--- src/rtl/float_pkg.sv ---
// rtl/float_pkg.sv - shared FP widths, special-value constants, FSM state and operand class types
package float_pkg;

   localparam int DEF_E = 8;
   localparam int DEF_M = 23;
   localparam int BIAS  = 2**(DEF_E-1) - 1;

   localparam logic [DEF_E+DEF_M:0] QNAN_Q = {1'b0, {DEF_E{1'b1}}, 1'b1, {(DEF_M-1){1'b0}}};
   localparam logic [DEF_E+DEF_M:0] INF_Q  = {1'b0, {DEF_E{1'b1}}, {DEF_M{1'b0}}};
   localparam logic [DEF_E+DEF_M:0] ZERO_Q = '0;

   typedef enum logic [1:0] {IDLE, DIV, NORM, DONE} state_t;
   typedef enum logic [1:0] {ZERO, NORMAL, INF} cls_t;

   // Denormals are flushed to zero; an all-ones exponent is infinity regardless of mantissa.
   function automatic cls_t classify(input logic exp_zero, input logic exp_ones);
      cls_t c;
      c = NORMAL;
      if (exp_zero)
         c = ZERO;
      else if (exp_ones)
         c = INF;
      return c;
   endfunction

endpackage

--- src/rtl/float_div_normal.sv ---
// rtl/float_div_normal.sv - packs the raw quotient into a float, resolving specials and range limits
module float_div_normal
   import float_pkg::*;
#(
   parameter int E = DEF_E,
   parameter int M = DEF_M
) (
   input  logic [M+1:0] quo,
   input  logic [E+1:0] exp_diff,
   input  logic         sign,
   input  logic [1:0]   cls_a,
   input  logic [1:0]   cls_b,
   output logic [E+M:0] q,
   output logic         ovf,
   output logic         unf
);

   localparam logic signed [E+1:0] BIAS_X = (E+2)'(2**(E-1) - 1);
   localparam logic signed [E+1:0] EMAX_X = (E+2)'(2**E - 1);
   localparam logic signed [E+1:0] ONE_X  = (E+2)'(1);
   localparam logic signed [E+1:0] ZERO_X = '0;
   localparam logic [E-1:0]        EXP_ONES  = '1;
   localparam logic [M-1:0]        QNAN_MANT = {1'b1, {(M-1){1'b0}}};

   logic signed [E+1:0] exp_n;
   logic [M-1:0]        mant_n;

   always_comb begin
      // Quotient of two [1,2) mantissas lies in (0.5,2): at most one normalizing shift.
      if (quo[M+1]) begin
         mant_n = quo[M:1];
         exp_n  = $signed(exp_diff) + BIAS_X;
      end else begin
         mant_n = quo[M-1:0];
         exp_n  = $signed(exp_diff) + BIAS_X - ONE_X;
      end

      q   = {sign, exp_n[E-1:0], mant_n};
      ovf = 1'b0;
      unf = 1'b0;
      if ((cls_a == ZERO && cls_b == ZERO) || (cls_a == INF && cls_b == INF)) begin
         q = {1'b0, EXP_ONES, QNAN_MANT};
      end else if (cls_a == INF || cls_b == ZERO) begin
         q = {sign, EXP_ONES, {M{1'b0}}};
      end else if (cls_a == ZERO || cls_b == INF) begin
         q = {sign, {(E+M){1'b0}}};
      end else if (exp_n >= EMAX_X) begin
         q   = {sign, EXP_ONES, {M{1'b0}}};
         ovf = 1'b1;
      end else if (exp_n <= ZERO_X) begin
         q   = {sign, {(E+M){1'b0}}};
         unf = 1'b1;
      end
   end

endmodule

--- src/rtl/float_div_seq.sv ---
// rtl/float_div_seq.sv - iterative restoring floating-point divider, one quotient bit per cycle
module float_div_seq
   import float_pkg::*;
#(
   parameter int E = DEF_E,
   parameter int M = DEF_M
) (
   input  logic         clk,
   input  logic         rst_n,
   input  logic         in_valid,
   output logic         in_ready,
   input  logic [E+M:0] a,
   input  logic [E+M:0] b,
   output logic         out_valid,
   input  logic         out_ready,
   output logic [E+M:0] q,
   output logic         flag_dz,
   output logic         flag_ovf,
   output logic         flag_unf
);

   localparam int              CW       = $clog2(M+2);
   localparam logic [CW-1:0]   CNT_LOAD = CW'(M+1);

   state_t         state, state_nx;
   logic           sign_r;
   logic [E+1:0]   exp_diff;
   logic [1:0]     cls_a, cls_b;
   logic [M+1:0]   rem, quo, rem_sub;
   logic [M:0]     dvs;
   logic [CW-1:0]  cnt;
   logic           accept, ge;
   logic [E+M:0]   q_n;
   logic           ovf_n, unf_n;
   cls_t           cls_a_in, cls_b_in;

   assign accept   = in_valid & in_ready;
   assign cls_a_in = classify(a[E+M-1:M] == '0, &a[E+M-1:M]);
   assign cls_b_in = classify(b[E+M-1:M] == '0, &b[E+M-1:M]);
   assign ge       = rem >= {1'b0, dvs};
   assign rem_sub  = rem - {1'b0, dvs};

   always_ff @(posedge clk or negedge rst_n) begin
      if (!rst_n)
         state <= IDLE;
      else
         state <= state_nx;
   end

   always_comb begin
      state_nx = state;
      case (state)
         IDLE:    if (accept) state_nx = DIV;
         DIV:     if (cnt == '0) state_nx = NORM;
         NORM:    state_nx = DONE;
         DONE:    if (out_ready) state_nx = IDLE;
         default: state_nx = IDLE;
      endcase
   end

   always_comb begin
      in_ready  = (state == IDLE);
      out_valid = (state == DONE);
   end

   // Specials still run the full DIV sequence so latency never depends on data.
   always_ff @(posedge clk or negedge rst_n) begin
      if (!rst_n) begin
         sign_r   <= 1'b0;
         exp_diff <= '0;
         cls_a    <= '0;
         cls_b    <= '0;
         rem      <= '0;
         dvs      <= '0;
         quo      <= '0;
         cnt      <= '0;
         q        <= '0;
         flag_dz  <= 1'b0;
         flag_ovf <= 1'b0;
         flag_unf <= 1'b0;
      end else begin
         if (accept) begin
            sign_r   <= a[E+M] ^ b[E+M];
            exp_diff <= {2'b00, a[E+M-1:M]} - {2'b00, b[E+M-1:M]};
            cls_a    <= cls_a_in;
            cls_b    <= cls_b_in;
            rem      <= {2'b01, a[M-1:0]};
            dvs      <= {1'b1, b[M-1:0]};
            quo      <= '0;
            cnt      <= CNT_LOAD;
            flag_dz  <= 1'b0;
            flag_ovf <= 1'b0;
            flag_unf <= 1'b0;
         end
         if (state == DIV) begin
            rem <= ge ? (rem_sub << 1) : (rem << 1);
            quo <= {quo[M:0], ge};
            cnt <= cnt - CW'(1);
         end
         if (state == NORM) begin
            q        <= q_n;
            flag_dz  <= (cls_a == NORMAL) && (cls_b == ZERO);
            flag_ovf <= ovf_n;
            flag_unf <= unf_n;
         end
      end
   end

   float_div_normal #(.E(E), .M(M)) u_normal (
      .quo      (quo),
      .exp_diff (exp_diff),
      .sign     (sign_r),
      .cls_a    (cls_a),
      .cls_b    (cls_b),
      .q        (q_n),
      .ovf      (ovf_n),
      .unf      (unf_n)
   );

endmodule
--- config.mk ---
export PLATFORM = sky130hd
export DESIGN_NAME = float_div_seq
export DESIGN_NICKNAME = d
export VERILOG_FILES = /design/src/rtl/float_pkg.sv /design/src/rtl/float_div_normal.sv /design/src/rtl/float_div_seq.sv
export SDC_FILE = /design/constraint.sdc
export NUM_CORES = 1
export LEC_CHECK = 0
export ABC_AREA = 1
export BUFFER_PORTS_ARGS = -buffer_cell sky130_fd_sc_hd__buf_2
export CAP_MARGIN = 0
export CELL_PAD_IN_SITES_DETAIL_PLACEMENT = 0
export CELL_PAD_IN_SITES_GLOBAL_PLACEMENT = 1
export CORE_UTILIZATION = 46
export CTS_CLUSTER_DIAMETER = 150
export DETAILED_ROUTE_END_ITERATION = 7
export PLACE_DENSITY_LB_ADDON = 0.08
export SLEW_MARGIN = 30
export SYNTH_ARGS = -nofsm -noshare
export SYNTH_HDL_FRONTEND = slang
export SYNTH_SLANG_ARGS = --single-unit
--- constraint.sdc ---
create_clock -name clk -period 5.2 [get_ports clk]
set_input_delay 1.04 -clock clk [delete_from_list [all_inputs] [get_ports clk]]
set_output_delay 1.04 -clock clk [all_outputs]
set_load 0.005 [all_outputs]
==> run metrics, run 1 <==
status finished clean; number of antenna violations at the first check in global routing 0; Core Region 16800 um2; Post-CTS Setup Bufs 0; number of vias per cell after detailed routing 5.06; count of input and output buffers 104; die outline area 17900 um2; number of H-tree branching levels 4; unrepaired setup endpoints after global routing false; synthesis warning total 0; switching power share of the total 47.4%; Internal Pwr Total 3390 uW; clock network fraction of total power 18.7%; number of enable flip-flop cells after synthesis 0; met1 GRT Util 31.3%; y dimension of the die 134 um; Pwr per Cell Area 691 nW/um2; average cell area after synthesis 7.42 um2; share of synthesized flip-flops with an asynchronous set or reset 100%; average routed wire per standard cell 13.9 um; startpoint type of the worst setup path flip-flop; synthesized flop and latch total 130; Num Clock Sinks 130; Achievable Freq 0.365 GHz; Post-Syn Area 8000 um2; peak fanout along the critical path 22; gate count after technology mapping 1079; Placer Congestion 0.873; total clock buffers created by CTS 17; max-slew violation total from the final report 0; critical-path cell with the highest stage delay sky130_fd_sc_hd__dfrtp_1; fraction of final layout cells with drive strength greater than 1 14.4%; part of the Yosys area used for sequential elements 40.7%; Placed Cells incl. Taps 1376; flip-flop cell with the highest count after synthesis sky130_fd_sc_hd__dfrtp_1; sum of net half-perimeters after detailed placement 14200 um; category of cells accounting for the largest share of critical-path delay simple AND/OR/NAND/NOR gates; sequential cell fraction of total power 24.3%; post-layout min period 2.74 ns; I/O pin count 105; cell with the most instances after synthesis sky130_fd_sc_hd__nand2_1; initial DRC count 302; maximum number of pins on one net before global-route repair 65; worst slew margin relative to its limit 37.7%; clock latency on the worst-skew pair 0.42 ns; cell repeated most along the worst path sky130_fd_sc_hd__nand2_1; Worst Path Required 5.56 ns; number of cells in the finished layout apart from fillers 1409; Max rail drop VDD 0.393 mV; maximum clock path buffer count 2; most frequent cells after synthesis sky130_fd_sc_hd__nand2_1, sky130_fd_sc_hd__inv_1, sky130_fd_sc_hd__dfrtp_1, sky130_fd_sc_hd__o21ai_0, sky130_fd_sc_hd__nor2_1; longest individual stage delay on the worst path 0.50 ns; cell at the root of the clock tree sky130_fd_sc_hd__clkbuf_16; final setup violation count 0; unique cell type count in the Yosys netlist 41; Synth area leader sky130_fd_sc_hd__dfrtp_1; via count of the first global-routing pass 6869; type of the setup path with the least slack flip-flop to flip-flop; vias post-DR 7125; top post-synthesis cells by area sky130_fd_sc_hd__dfrtp_1, sky130_fd_sc_hd__nand2_1, sky130_fd_sc_hd__inv_1; leakage 0.00484 uW; setup tns final 0 ns; first-pass GRT wire length 33400 um; PostCTS Resize Cnt 0; CTS Hold Bufs 0; initial standard-cell utilization of the core 47.7%; area of the multi-input gates 4010 um2; Top Usage Layer GRT met2; ANT nets after route 0; clock slew at reported path FFs 0.06 ns; number of nets in the final layout 1288; number of standard-cell rows in the floorplan 47; Worst EP arrival 3.10 ns; CP Capture Type flip-flop; net switching power figure 3060 uW; Final Routed Wirelength 19600 um; clock tree from TritonCTS yes; Setup Skew 0.00977 ns; number of maximum-capacitance violations 0; worst slew pin tran 0.928 ns; met3 Track Usage GR 4.46%; number of hold-slack violations in the final timing report 0; post-route clock period utilization 52.7%; area overhead of the layout relative to synthesis 16.7%; cells traversed along the worst timing path inv_1 -> ha_1 -> inv_2 -> nand2_1 -> nand2_1 -> nand2_1 -> nor2_2 -> nand2_1 -> nor2_2 -> nand3_2 -> nor2_2 -> nor2_4 -> nand2_4 -> nand2_4 -> nor2_4 -> nand2_1 -> nand2_1; DRC violation count after routing 0; number of detailed-routing iterations run before antenna repair 4; worst min-delay path class flip-flop to flip-flop; Gate power share 56.9%; number of fill cells in the layout 1670; Reg area 3250 um2; Net Count, Synth 1191; antenna diode count 0; all-layer global routing usage 23.4%; Die X 134 um; met2 demand-to-capacity share in global routing 38.6%; Overflow after GRT 0; buffering stage count on the worst path with inverters included 2; area fraction of the dominant cell type after synthesis 40.7%
[cell families after synthesis]
kind of cell	after synthesis	synth area share [%]
and+or+nand+nor	461	24.4
AOI/OAI and AO/OA	229	16.1
buffers and inverters	192	9.26
DFF	130	40.7
adders and majority gates	44	7.07
xor gates and xnor gates	23	2.52
[layout by cell type (no fill, tap or decap), types with 3 or more instances in the layout]
cell type and count:
sky130_fd_sc_hd__nand2_2 4, sky130_fd_sc_hd__dfrtp_1 130, sky130_fd_sc_hd__xor2_1 13, sky130_fd_sc_hd__o22ai_1 32, sky130_fd_sc_hd__nor4_1 5, sky130_fd_sc_hd__nor2_1 62
sky130_fd_sc_hd__ha_1 42, sky130_fd_sc_hd__nor2_2 5, sky130_fd_sc_hd__a21o_1 8, sky130_fd_sc_hd__or2_2 3, sky130_fd_sc_hd__nand3_2 5, sky130_fd_sc_hd__nand2_1 296
sky130_fd_sc_hd__inv_1 153, sky130_fd_sc_hd__buf_2 103, sky130_fd_sc_hd__buf_4 11, sky130_fd_sc_hd__a31oi_1 4, sky130_fd_sc_hd__nand3_1 55, sky130_fd_sc_hd__nor3_1 10
sky130_fd_sc_hd__a21oi_1 50, sky130_fd_sc_hd__nand4_1 8, sky130_fd_sc_hd__xnor2_1 10, sky130_fd_sc_hd__inv_6 6, sky130_fd_sc_hd__a22oi_1 8, sky130_fd_sc_hd__o21ai_0 106
sky130_fd_sc_hd__a22o_1 3, sky130_fd_sc_hd__nand3b_1 3, sky130_fd_sc_hd__o211ai_1 5, sky130_fd_sc_hd__clkbuf_16 17, sky130_fd_sc_hd__o21bai_1 5
[state kept, by name, indices dropped and copies added (netlist names)]
name,flops
cnt,5
flag_ovf,1
flag_dz,1
flag_unf,1
exp_diff,9
cls_a,2
state,2
quo,25
q,32
dvs,24
cls_b,2
rem,25
sign_r,1
[through the flow]
step / power [uW] / setup WS, ns / instance area [um2] / hold slack (ns) / util (%)
finish: 6460 / 2.46 / 9340 / 0.458 / 55.7
global route: 7110 / 2.13 / 9340 / 0.484 / 55.7
CTS: 6500 / 2.38 / 9310 / 0.463 / 55.6
detailed placement: 5250 / 2.17 / 8720 / 0.450 / 52.0
global placement: 5230 / 2.24 / 8720 / 0.444 / 52.0
floorplan: 4350 / 2.74 / 8000 / 0.426 / -
[power groups by stage]
| stage | Clock, uW | Sequential [uW] | Combinational (uW) |
|---|---|---|---|
| CTS | 1230 | 1570 | 3700 |
| global placement | 0 | 1580 | 3640 |
| finish | 1210 | 1570 | 3670 |
| detailed placement | 0 | 1580 | 3660 |
| global route | 1280 | 1610 | 4220 |
| floorplan | 0 | 1540 | 2810 |
[path summary, 6_finish.rpt]
| kind | from | end | slack (ns) | cells past startpoint |
|---|---|---|---|---|
| setup / recovery | exp_diff[0] | q[2] | 2.46 | 17 |
| hold / removal | dvs[23] | dvs[23] | 0.46 | 2 |
| setup reg to reg | exp_diff[0] | q[2] | 2.46 | 17 |
| hold reg to reg | dvs[23] | dvs[23] | 0.46 | 2 |
| max in group asynchronous | rst_n | quo[2] | 3.96 | 2 |
| min in group asynchronous | rst_n | q[9] | 0.48 | 1 |
[layout make-up]
class                   count  area share [%]
clock buffers              17            4.56
clock inverters            15            1.81
inverters                 155            6.23
multi-input cells         757            42.9
flip-flops and latches    130            34.8
well taps                 220            2.95
repair buffers            115            6.70
[per-layer routing]
metal  routed length (um)  part of all wire, %
met5                    0                    0
met2                 9160                   47
met4                  247                  1.3
met1                 9380                   48
met3                  812                  4.1
[worst register-to-register path: cells and delay by family (launching register included)]
kind                     cells  cell delay, ns
buffers and inverters        2            0.19
adder cells (fa/ha/maj)      1            0.31
flip-flops                   1            0.50
AND/OR/NAND/NOR             14            1.70
(Power assumes the default switching activity.)
==> inputs of run 2 (changes only) <==
--- a/config.mk
+++ b/config.mk
@@ -10,7 +10,7 @@
 export CAP_MARGIN = 0
 export CELL_PAD_IN_SITES_DETAIL_PLACEMENT = 0
 export CELL_PAD_IN_SITES_GLOBAL_PLACEMENT = 1
-export CORE_UTILIZATION = 46
+export CORE_UTILIZATION = 39
 export CTS_CLUSTER_DIAMETER = 150
 export DETAILED_ROUTE_END_ITERATION = 7
 export PLACE_DENSITY_LB_ADDON = 0.08
==> constraint.sdc (replaced) <==
create_clock -name clk -period 2.4 [get_ports clk]
set_input_delay 0.48 -clock clk [delete_from_list [all_inputs] [get_ports clk]]
set_output_delay 0.48 -clock clk [all_outputs]
set_load 0.005 [all_outputs]
==> run metrics, run 2 (synthesis results as in run 1) <==
fraction of final layout cells with drive strength greater than 1 21.1% (+6.7 points); post-route clock period utilization 94.9% (+42 points); I/O pin count 105 (unchanged); initial standard-cell utilization of the core 39.7% (-8.1 points); max-slew violation total from the final report 0 (unchanged); Placed Cells incl. Taps 1467 (+6.6%); worst slew pin tran 0.615 ns (-0.313 ns); worst slew margin relative to its limit 59.0% (+21 points); initial DRC count 272 (-9.9%); Achievable Freq 0.439 GHz (+20%); startpoint type of the worst setup path flip-flop; vias post-DR 7287 (+2.3%); setup tns final 0 ns (unchanged); pre-CTS worst setup slack -0.172 ns (-2.34 ns); peak fanout along the critical path 3 (-86%); slack of the worst reg-to-reg path 0.12 ns (-2.34 ns); DRC violation count after routing 0 (unchanged); Pwr per Cell Area 1560 nW/um2 (+130%); final setup violation count 0 (unchanged); all-layer global routing usage 21.3% (-2.1 points); cell at the root of the clock tree sky130_fd_sc_hd__clkbuf_16; Setup Skew 0.0127 ns (+0.00290 ns); ANT nets after route 0 (unchanged); leakage 0.00508 uW (+5.0%); post-route setup slack 0.122 ns (-2.34 ns); post-layout min period 2.28 ns (-0.464 ns); Worst EP arrival 2.60 ns (-0.50 ns); y dimension of the die 145 um (+8.5%); number of cells in the finished layout apart from fillers 1507 (+7.0%); first-pass GRT wire length 35800 um (+7.1%); Core Region 20200 um2 (+20%); number of H-tree branching levels 4 (unchanged); Worst Path Required 2.72 ns (-2.84 ns); endpoint of the worst register-to-register path rem[13]; CTS Hold Bufs 0 (unchanged); Placer Congestion 0.852 (-2.4%); largest register by flop count q; type of the setup path with the least slack flip-flop to flip-flop; clock slew at reported path FFs 0.06 ns (about the same); number of detailed-routing iterations run before antenna repair 5 (+1); post-detailed-placement cell area 9140 um2 (+4.9%); Worst Reg2Reg Path Length in Cells 11 (-6); maximum clock path buffer count 2 (unchanged); antenna diode count 0 (unchanged); total clock buffers created by CTS 17 (unchanged); number of nets in the final layout 1336 (+3.7%); post-route cell area 10100 um2 (+8.1%); number of flip-flops in the largest register 32 (unchanged); Num Clock Sinks 130 (unchanged); status finished clean; reg-to-reg critical path startpoint dvs[0]; average routed wire per standard cell 14.3 um (+2.5%); die outline area 21100 um2 (+18%); area overhead of the layout relative to synthesis 26.1%; number of maximum-capacitance violations 0 (unchanged); sum of net half-perimeters after detailed placement 15800 um (+11%); highest-count cells in the layout ignoring fill and taps sky130_fd_sc_hd__nand2_1, sky130_fd_sc_hd__inv_1, sky130_fd_sc_hd__dfrtp_1, sky130_fd_sc_hd__buf_2, sky130_fd_sc_hd__o21ai_0; number of standard-cell rows in the floorplan 52 (+11%); worst min-delay path class primary input to async pin; number of vias per cell after detailed routing 4.84 (-4.4%); number of antenna violations at the first check in global routing 0 (unchanged); count of input and output buffers 104 (unchanged); Final Routed Wirelength 21500 um (+9.6%); number of hold-slack violations in the final timing report 0 (unchanged); Die X 145 um (+8.5%); clock tree from TritonCTS yes; Max rail drop VDD 0.645 mV (+64%); maximum number of pins on one net before global-route repair 65 (unchanged); CP Capture Type flip-flop; number of fill cells in the layout 2067 (+24%); Overflow after GRT 0 (unchanged); clock latency on the worst-skew pair 0.43 ns (about the same); top flop regs q (32), quo (25), rem (25); via count of the first global-routing pass 7227 (+5.2%); most common cell after layout, fill and taps aside sky130_fd_sc_hd__nand2_1
[run 2: cell count changes in the layout (fill, tap and decap cells not counted), sizes merged, moves of 2 or more]
| cell | before | now |
|---|---|---|
| bufinv | 2 | 0 |
| clkbuf | 17 | 19 |
| buf | 115 | 162 |
| clkinv | 3 | 1 |
[run 2: final cells by class]
cell class / instances / area [um2] / share of cell area (%)
Multi-Input combinational cell: 758 / 4300 / 42.7
Sequential cell: 130 / 3250 / 32.2
Timing Repair Buffer: 162 / 1050 / 10.4
Inverter: 155 / 582 / 5.77
Clock buffer: 19 / 453 / 4.49
Tap cell: 270 / 338 / 3.35
Clock inverter: 13 / 111 / 1.10
[run 2: critical path, stage by stage, from the launching register on]
cell,delay (ns)
sky130_fd_sc_hd__dfrtp_1,0.42
sky130_fd_sc_hd__ha_1,0.23
sky130_fd_sc_hd__fa_1,0.38
sky130_fd_sc_hd__nor3_1,0.21
sky130_fd_sc_hd__nor2_1,0.09
sky130_fd_sc_hd__o21bai_1,0.30
sky130_fd_sc_hd__a21oi_1,0.14
sky130_fd_sc_hd__xor2_1,0.16
sky130_fd_sc_hd__nand2_1,0.06
sky130_fd_sc_hd__o211ai_1,0.08
sky130_fd_sc_hd__nand2_1,0.07
sky130_fd_sc_hd__inv_1,0.03
[run 2: where the power goes]
| part | switching, uW | internal [uW] | total (uW) |
|---|---|---|---|
| clock | 1100 | 1410 | 2510 |
| sequential | 483 | 2950 | 3440 |
| combinational | 5730 | 4040 | 9760 |
| total | 7310 | 8400 | 15700 |
[run 2: timing repair]
action	in CTS	in global routing
cloned	1	0
pin swaps	2	12
endpoints found under the setup margin	22	56
resized for setup	2	55
setup buffers	1	6
[run 2: worst max-delay path by stage]
stage	start	endpoint	slack, ns	depth (start not counted)
after floorplan	exp_diff[0]	q[10]	0.18	20
after global placement	exp_diff[1]	q[17]	-0.12	18
after detailed placement	exp_diff[1]	q[4]	-0.17	16
after CTS	dvs[15]	rem[14]	0.02	12
after global routing	exp_diff[1]	q[27]	-0.03	18
final	dvs[0]	rem[13]	0.12	11
[run 2: layer usage]
layer,GRT usage (%),part of all wire [%],up-vias
li1,-,-,3812
met1,27.3,47,3333
met2,36.8,49,115
met3,3.21,2.6,27
met4,6.68,1.8,0
met5,0,0,-
[run 2: through the flow]
stage | hold WS, ns | util (%) | total power (uW)
CTS | 0.0671 | 48.3 | 15100
global placement | 0.439 | 45.3 | 12400
detailed placement | 0.446 | 45.3 | 12400
global route | 0.0828 | 50.0 | 17300
floorplan | 0.184 | - | 9430
finish | 0.0569 | 50.0 | 15700
